[src/rtl/rsa_seq_pkg.sv]
// Shared types and constants for the RSA job sequencer and its watchdog.
// Holds the sequencer state encoding and the result status codes.
package rsa_seq_pkg;

  typedef enum logic [2:0] {
    S_IDLE,
    S_LAUNCH,
    S_ARM,
    S_WAIT,
    S_RESP
  } seq_state_e;

  localparam logic [1:0] ST_OK      = 2'b00;
  localparam logic [1:0] ST_TIMEOUT = 2'b01;
  localparam logic [1:0] ST_REJECT  = 2'b10;

endpackage

[src/rtl/seq_watchdog.sv]
// Saturating cycle counter with clear/enable and a flag that reports when
// the count including the current cycle reaches TIMEOUT.
module seq_watchdog #(
  parameter int CYC_W   = 8,
  parameter int TIMEOUT = 200
) (
  input  logic             clk,
  input  logic             rst,
  input  logic             clr,
  input  logic             en,
  output logic [CYC_W-1:0] cnt_inc,
  output logic             limit_hit
);

  localparam logic [CYC_W-1:0] CNT_MAX = '1;
  localparam logic [CYC_W-1:0] LIMIT   = CYC_W'(TIMEOUT);

  logic [CYC_W-1:0] cnt_q;
  logic [CYC_W-1:0] cnt_d;

  // cnt_inc is the value the counter holds once the current cycle is counted;
  // it sticks at CNT_MAX instead of wrapping.
  always_comb begin
    cnt_inc = (cnt_q == CNT_MAX) ? cnt_q : cnt_q + 1'b1;
    cnt_d   = cnt_q;
    if (clr) begin
      cnt_d = '0;
    end else if (en) begin
      cnt_d = cnt_inc;
    end
  end

  assign limit_hit = (cnt_inc == LIMIT);

  // NOTE: state registers use non-blocking assignments so every flop samples
  // pre-edge values, regardless of process ordering in simulation.
  always_ff @(posedge clk or negedge rst) begin
    if (!rst) begin
      cnt_q <= '0;
    end else begin
      cnt_q <= cnt_d;
    end
  end

endmodule

[src/rtl/rsa_job_sequencer.sv]
// Initiator side of the iteration-engine start/done handshake: accepts host
// jobs, pulses the engine start, watches done under a watchdog, returns results.
module rsa_job_sequencer
  import rsa_seq_pkg::*;
#(
  parameter int KEY_W   = 6,
  parameter int TAG_W   = 4,
  parameter int CYC_W   = 8,
  parameter int TIMEOUT = 200
) (
  input  logic             clk,
  input  logic             rst,
  input  logic             job_valid,
  output logic             job_ready,
  input  logic [KEY_W-1:0] job_key,
  input  logic [TAG_W-1:0] job_tag,
  output logic             eng_start,
  output logic [KEY_W-1:0] eng_key,
  input  logic             eng_done,
  output logic             res_valid,
  input  logic             res_ready,
  output logic [TAG_W-1:0] res_tag,
  output logic [1:0]       res_status,
  output logic [CYC_W-1:0] res_cycles,
  output logic             busy
);

  seq_state_e       state_q,  state_d;
  logic [KEY_W-1:0] key_q,    key_d;
  logic [TAG_W-1:0] tag_q,    tag_d;
  logic [1:0]       status_q, status_d;
  logic [CYC_W-1:0] cycles_q, cycles_d;
  logic             rdy_q,    rdy_d;

  logic             wd_clr;
  logic             wd_en;
  logic [CYC_W-1:0] wd_cnt_inc;
  logic             wd_limit_hit;

  seq_watchdog #(
    .CYC_W   (CYC_W),
    .TIMEOUT (TIMEOUT)
  ) u_watchdog (
    .clk       (clk),
    .rst       (rst),
    .clr       (wd_clr),
    .en        (wd_en),
    .cnt_inc   (wd_cnt_inc),
    .limit_hit (wd_limit_hit)
  );

  // NOTE: every signal written here gets a default first, so no path through
  // the case leaves a value unassigned and no latch is inferred.
  always_comb begin
    state_d  = state_q;
    key_d    = key_q;
    tag_d    = tag_q;
    status_d = status_q;
    cycles_d = cycles_q;
    rdy_d    = 1'b1;
    wd_clr   = (state_q == S_LAUNCH);
    wd_en    = (state_q == S_ARM) || (state_q == S_WAIT);

    case (state_q)
      S_IDLE: begin
        if (job_valid && job_ready) begin
          key_d = job_key;
          tag_d = job_tag;
          if (job_key == '0) begin
            status_d = ST_REJECT;
            cycles_d = '0;
            state_d  = S_RESP;
          end else begin
            state_d = S_LAUNCH;
          end
        end
      end
      S_LAUNCH: state_d = S_ARM;
      // A done level left over from the previous job is still visible here.
      S_ARM:    state_d = S_WAIT;
      S_WAIT: begin
        if (eng_done) begin
          status_d = ST_OK;
          cycles_d = wd_cnt_inc;
          state_d  = S_RESP;
        end else if (wd_limit_hit) begin
          status_d = ST_TIMEOUT;
          cycles_d = CYC_W'(TIMEOUT);
          state_d  = S_RESP;
        end
      end
      S_RESP: begin
        if (res_ready) begin
          state_d = S_IDLE;
        end
      end
      default: state_d = S_IDLE;
    endcase
  end

  always_ff @(posedge clk or negedge rst) begin
    if (!rst) begin
      state_q  <= S_IDLE;
      key_q    <= '0;
      tag_q    <= '0;
      status_q <= ST_OK;
      cycles_q <= '0;
      rdy_q    <= 1'b0;
    end else begin
      state_q  <= state_d;
      key_q    <= key_d;
      tag_q    <= tag_d;
      status_q <= status_d;
      cycles_q <= cycles_d;
      rdy_q    <= rdy_d;
    end
  end

  // rdy_q keeps job_ready low while reset is held, even though state is IDLE.
  assign job_ready  = rdy_q && (state_q == S_IDLE);
  assign eng_start  = (state_q == S_LAUNCH);
  assign eng_key    = key_q;
  assign res_valid  = (state_q == S_RESP);
  assign res_tag    = tag_q;
  assign res_status = status_q;
  assign res_cycles = cycles_q;
  assign busy       = (state_q != S_IDLE);

endmodule

[config.mk]
export PLATFORM = sky130hd
export DESIGN_NAME = rsa_job_sequencer
export DESIGN_NICKNAME = d
export VERILOG_FILES = /design/src/rtl/rsa_seq_pkg.sv /design/src/rtl/seq_watchdog.sv /design/src/rtl/rsa_job_sequencer.sv
export SDC_FILE = /design/constraint.sdc
export NUM_CORES = 1
export LEC_CHECK = 0
export CORE_MARGIN = 10
export CORE_UTILIZATION = 40
export DETAILED_ROUTE_END_ITERATION = 10
export PLACE_DENSITY = 0.63
export RECOVER_POWER = 100
export SYNTH_ARGS = -nofsm -noshare
export SYNTH_HDL_FRONTEND = slang
export SYNTH_SLANG_ARGS = --single-unit
export TNS_END_PERCENT = 10
[constraint.sdc]
create_clock -name clk -period 2.65 [get_ports clk]
set_clock_uncertainty 0.15 [all_clocks]
set_input_delay 0.53 -clock clk [delete_from_list [all_inputs] [get_ports clk]]
set_output_delay 0.53 -clock clk [all_outputs]
set_load 0.02 [all_outputs]
==> flow_summary.ini, run 1 <==
[run_status]
status = finished, final reports clean

[worst_setup_path]
cp.arrival_ps = 1880
startpoint_type = flip-flop
critPathMaxFanout = 10
setup.worst_path.class = reg -> out
required_ps = 1970
reg2reg_depth = 7
r2r_end = res_cycles[3]
reg2reg_slack_ps = 270
timing.rr.start = u_watchdog.cnt_q[1]
end_kind = primary output

[clocking]
cts_tree = yes
cts_resized = 0
path_clk_slew_ps = 70
hold_buffers = 0
clkSinkCount = 32
post-cts-setup-buffers = 0
h-tree-depth = 2
numCtsBuffers = 5
clk_root_buffer_cell = clkbuf_8
clk_path_buf_depth = 2
clock_latency_ps = 280

[layout]
area_growth_syn_to_layout_pct = 28.34
nets = 232
diodes = 0
nFillCells = 381
final_area_um2 = 2238
multi_input_area_um2 = 839.6
drive_gt1_frac = 0.1435
regArea_um2 = 800.8
layout.cells.non_filler = 266

[routing]
viasPerCell = 5.699
drt_pass1_iterations = 4
drc = 0
drt-total-wl_um = 4772
drtIter0Drc = 150
wire_per_inst_um = 17.94
vias = 1516
ant_nets = 0

[sta]
fmax_mhz = 390.6
worst_pin_slew_ps = 796.6
min_period_ps = 2560
fin_crit_sh = 0.9660
relSlewSlack = 0.4689
layout_setup_ws_ps = 90.12
setup_viol = 0
slew_violations = 0
rsz0062_at_grt = false
setup-tns-final_ps = 0
hold_viol_final = 0

[floorplan]
die_w_um = 86.04
core_um2 = 4115
initial_core_util = 0.4238
rows = 23
io_pins = 39
floorplan.die_area_um2 = 7402
die_h_um = 86.04

[grt]
grtUsageMet1 = 0.1737
antenna_found_initial = 0
grt_busiest_layer = met2
grt.overflow.total = 0
grt_usage = 0.1332
grt_max_degree = 33
grt_pass1_vias = 1504
met2_usage = 0.2164
grt_pass1_wl_um = 8010
use_met3 = 0.02744

[synthesis]
synth_cell_type_count = 51
postSynthCellCount = 175
synth_top_area_share = 0.4591
yosysMostFrequentCell = dfrtp_1
synth_nets = 191
yosysTopAreaCell = dfrtp_1
ys_seq_area_frac = 0.4591
ys_ff_latch = 32
synth_edf_count = 0
synthArstFlopShare = 1.000
avgSynthCellArea_um2 = 9.967
synth_area_leaders = dfrtp_1 46%, mux2_2 7.7%, a22o_1 4.0%, nand2_1 3.2%, a21oi_1 2.6%
syn_area_um2 = 1744
synth_ff_type = dfrtp_1
yosys_warnings = 0
synth_common_cells = 32 x dfrtp_1, 15 x nand2_1, 12 x mux2_2, 12 x nor2_1, 9 x a21oi_1

[worst_hold_path]
hold_start = eng_key[4]
worstHoldPathType = reg -> reg
min_to = eng_key[4]
hold_depth = 1

[placed_design]
place_inst = 259
finalWeightedCongestion = 0.8507
port_buffers = 38
dp_slack_ps = 208.2
placed_area_um2 = 2187
dpl.hpwl_um = 3593

[pwr]
vdd_drop_max_mv = 0.5882
p_leak_uw = 0.0009595
p_per_area_nw_per_um2 = 999.4

[job]
cap_viol_max_count = 0
[metal layers]
layer | routed length, um | share of wire
met3 | 203 | 0.043
met4 | 49 | 0.010
met2 | 2357 | 0.49
met1 | 2161 | 0.45
met5 | 0 | 0
[critical path, cell delays in order, from the launching register on]
cell	delay (ps)
dfrtp_1	500
or3_1	430
dlygate4sd3_1	670
[layout make-up]
type                       count  share of cell area
clock buffer                   6             0.03242
clock inverter                 1            0.002236
inverter                       4            0.006708
multi-input combinational    124              0.3751
sequential                    32              0.3577
tap                           50             0.02795
timing repair buffer          49              0.1979
[metrics by stage]
step	total power, uW	hold slack, ps	util
finish	2237	356.2	0.5439
CTS	2325	361.6	0.5503
global placement	1943	340.6	0.5315
floorplan	1486	84.41	-
detailed placement	1966	346.8	0.5315
global route	2403	372.1	0.5439
[worst max-delay path by stage]
stage	from	slack, ps	depth (start not counted)	to
after floorplan	u_watchdog.cnt_q[1]	460	9	res_cycles[6]
after global placement	job_key[3]	200	6	res_cycles[3]
after detailed placement	job_key[3]	210	6	res_cycles[3]
after CTS	state_q[2]	120	4	eng_start
after global routing	state_q[0]	20	2	busy
final	state_q[0]	90	2	busy
[flip-flops by register name, indices dropped and copies added (netlist names)]
signal and count:
eng_key 6, rdy_q 1, res_cycles 8, res_status 2, res_tag 4, state_q 3
u_watchdog.cnt_q 8
[power breakdown]
group | internal, uW | total, uW | switching, uW
registers | 652 | 803 | 151
clock network | 178 | 354 | 176
logic | 501 | 1080 | 579
total | 1330 | 2240 | 906
[cell families after synthesis]
| logic type | Yosys count | share of synthesized area |
|---|---|---|
| other | 1 | 0.002150 |
| buffers and inverters | 19 | 0.05595 |
| AOI/OAI and AO/OA | 49 | 0.2002 |
| xor gates and xnor gates | 4 | 0.02009 |
| adders and majority gates | 1 | 0.007172 |
| muxes | 14 | 0.08895 |
| DFF | 32 | 0.4591 |
| and+or+nand+nor | 55 | 0.1664 |
[placed cells by master (no fill, tap or decap), drive strengths merged, types with 3 or more instances in the layout]
cell,count
a21oi,10
dfrtp,32
a22oi,4
clkdlybuf4s50,14
a22o,8
buf,5
xnor2,3
nand3,4
nand2,15
clkbuf,12
mux2,12
a31oi,3
inv,4
or2,3
nor2,12
nor4,3
o21ai,8
dlygate4sd3,24
and3,4
(Power assumes the default switching activity.)
==> inputs of run 2 (changes only) <==
--- a/config.mk
+++ b/config.mk
@@ -6,9 +6,9 @@
 export NUM_CORES = 1
 export LEC_CHECK = 0
 export CORE_MARGIN = 10
-export CORE_UTILIZATION = 40
+export CORE_UTILIZATION = 50
 export DETAILED_ROUTE_END_ITERATION = 10
-export PLACE_DENSITY = 0.63
+export PLACE_DENSITY = 0.76
 export RECOVER_POWER = 100
 export SYNTH_ARGS = -nofsm -noshare
 export SYNTH_HDL_FRONTEND = slang
==> flow_summary.ini, run 2 (synthesis results as in run 1) <==
[placed_design]
dpl.hpwl_um = 3403
finalWeightedCongestion = 0.9619
port_buffers = 38
place_inst = 254

[worst_setup_path]
setup.worst_path.class = reg -> out
cp.arrival_ps = 1830
startpoint_type = flip-flop
max_stage_delay_ps = 560
cp_cell_sequence = or3_1, clkdlybuf4s50_1
slowest_stage = clkdlybuf4s50_1
critPathMaxFanout = 10
end_kind = primary output
required_ps = 1970

[routing]
drt_pass1_iterations = 5
viasPerCell = 5.744
drc = 0
drt-total-wl_um = 4490
vias = 1505
wire_per_inst_um = 17.14
ant_nets = 0
drtIter0Drc = 211

[layout]
layout_commonest_cell = dfrtp_1
nets = 231
diodes = 0
area_growth_syn_to_layout_pct = 26.97
nFillCells = 288
layout.cells.non_filler = 262
multi_input_area_um2 = 834.6
drive_gt1_frac = 0.1296
final_cell_mix = 32 x dfrtp_1, 20 x dlygate4sd3_1, 17 x clkdlybuf4s50_1
regArea_um2 = 800.8

[grt]
grt.overflow.total = 0
grt_pass1_wl_um = 7438
antenna_found_initial = 0
grt_usage = 0.1488
grt_pass1_vias = 1475
grt_max_degree = 33

[floorplan]
floorplan.die_area_um2 = 6250
die_w_um = 79.06
rows = 21
io_pins = 39
initial_core_util = 0.5186
core_um2 = 3363
die_h_um = 79.06

[sta]
setup_viol = 0
fin_crit_sh = 0.9483
relSlewSlack = -0.1404
fmax_mhz = 397.9
rsz0062_at_grt = false
min_period_ps = 2513
worst_pin_slew_ps = 1711
hold_viol_final = 0
slew_violations = 33
setup-tns-final_ps = 0

[pwr]
vdd_drop_max_mv = 0.6455
p_per_area_nw_per_um2 = 1011
p_leak_uw = 0.0009539

[clocking]
path_clk_slew_ps = 100
clock_latency_ps = 350
clkSinkCount = 32
clk_path_buf_depth = 2
clk_root_buffer_cell = clkbuf_4
cts_tree = yes
numCtsBuffers = 5
h-tree-depth = 2

[job]
cap_viol_max_count = 1

[worst_hold_path]
worstHoldPathType = reg -> reg

[run_status]
status = finished, violations left
violations = max-capacitance violations, max-slew violations
## run 2: cell count changes in the layout (fill, tap and decap cells not counted), sizes merged
cell,before,now
clkdlybuf4s50,14,17
bufinv,0,1
dlygate4sd3,24,20
## run 2: metal layers
layer | global-route usage | wire length [um] | up-vias
met1 | 0.1841 | 1923 | 710
met3 | 0.05518 | 296 | 17
met2 | 0.2284 | 2159 | 56
met4 | 0.06093 | 111 | 0
li1 | - | - | 722
met5 | 0 | 0 | -
## run 2: critical path, delay by kind of cell, from the launching register on
kind                   cells  cell delay [ps]
flip-flops                 1              510
AND/OR/NAND/NOR            1              420
buffers and inverters      1              560
## run 2: report_power, final
group	internal, uW	switching (uW)
Clock	198	174
Combinational	494	563
Sequential	650	160
## run 2: metrics by stage
step                      hold WS, ps  area, um^2  setup slack, ps    util  total power [uW]
after floorplan                 84.41        1744            456.5       -              1486
after global placement          337.0        2175            148.0  0.6466              1912
after detailed placement        339.8        2175            132.9  0.6466              1948
after CTS                       366.7        2251            124.2  0.6693              2325
after global routing            381.3        2215            32.98  0.6585              2388
final                           364.8        2215            136.9  0.6585              2239
## run 2: layout make-up
type / count / area share
clock buffer: 6 / 0.01864
clock inverter: 2 / 0.01582
inverter: 4 / 0.006780
multi-input combinational: 124 / 0.3768
sequential: 32 / 0.3616
tap: 46 / 0.02599
timing repair buffer: 48 / 0.1944
## run 2: worst paths after layout
path,depth (start not counted),startpoint,endpoint,slack [ps]
setup / recovery,2,state_q[0],busy,140
hold / removal,1,res_status[0],res_status[0],360
setup reg to reg,7,u_watchdog.cnt_q[1],res_cycles[3],180
hold reg to reg,1,res_status[0],res_status[0],360
max in group asynchronous,2,rst,u_watchdog.cnt_q[3],420
min in group asynchronous,2,rst,eng_key[2],940
## run 2: timing repair
item | CTS | global route
hold buffers | 0 | 0
endpoints found under the setup margin | 0 | 1
setup buffers | 0 | 0
resized for setup | 0 | 1
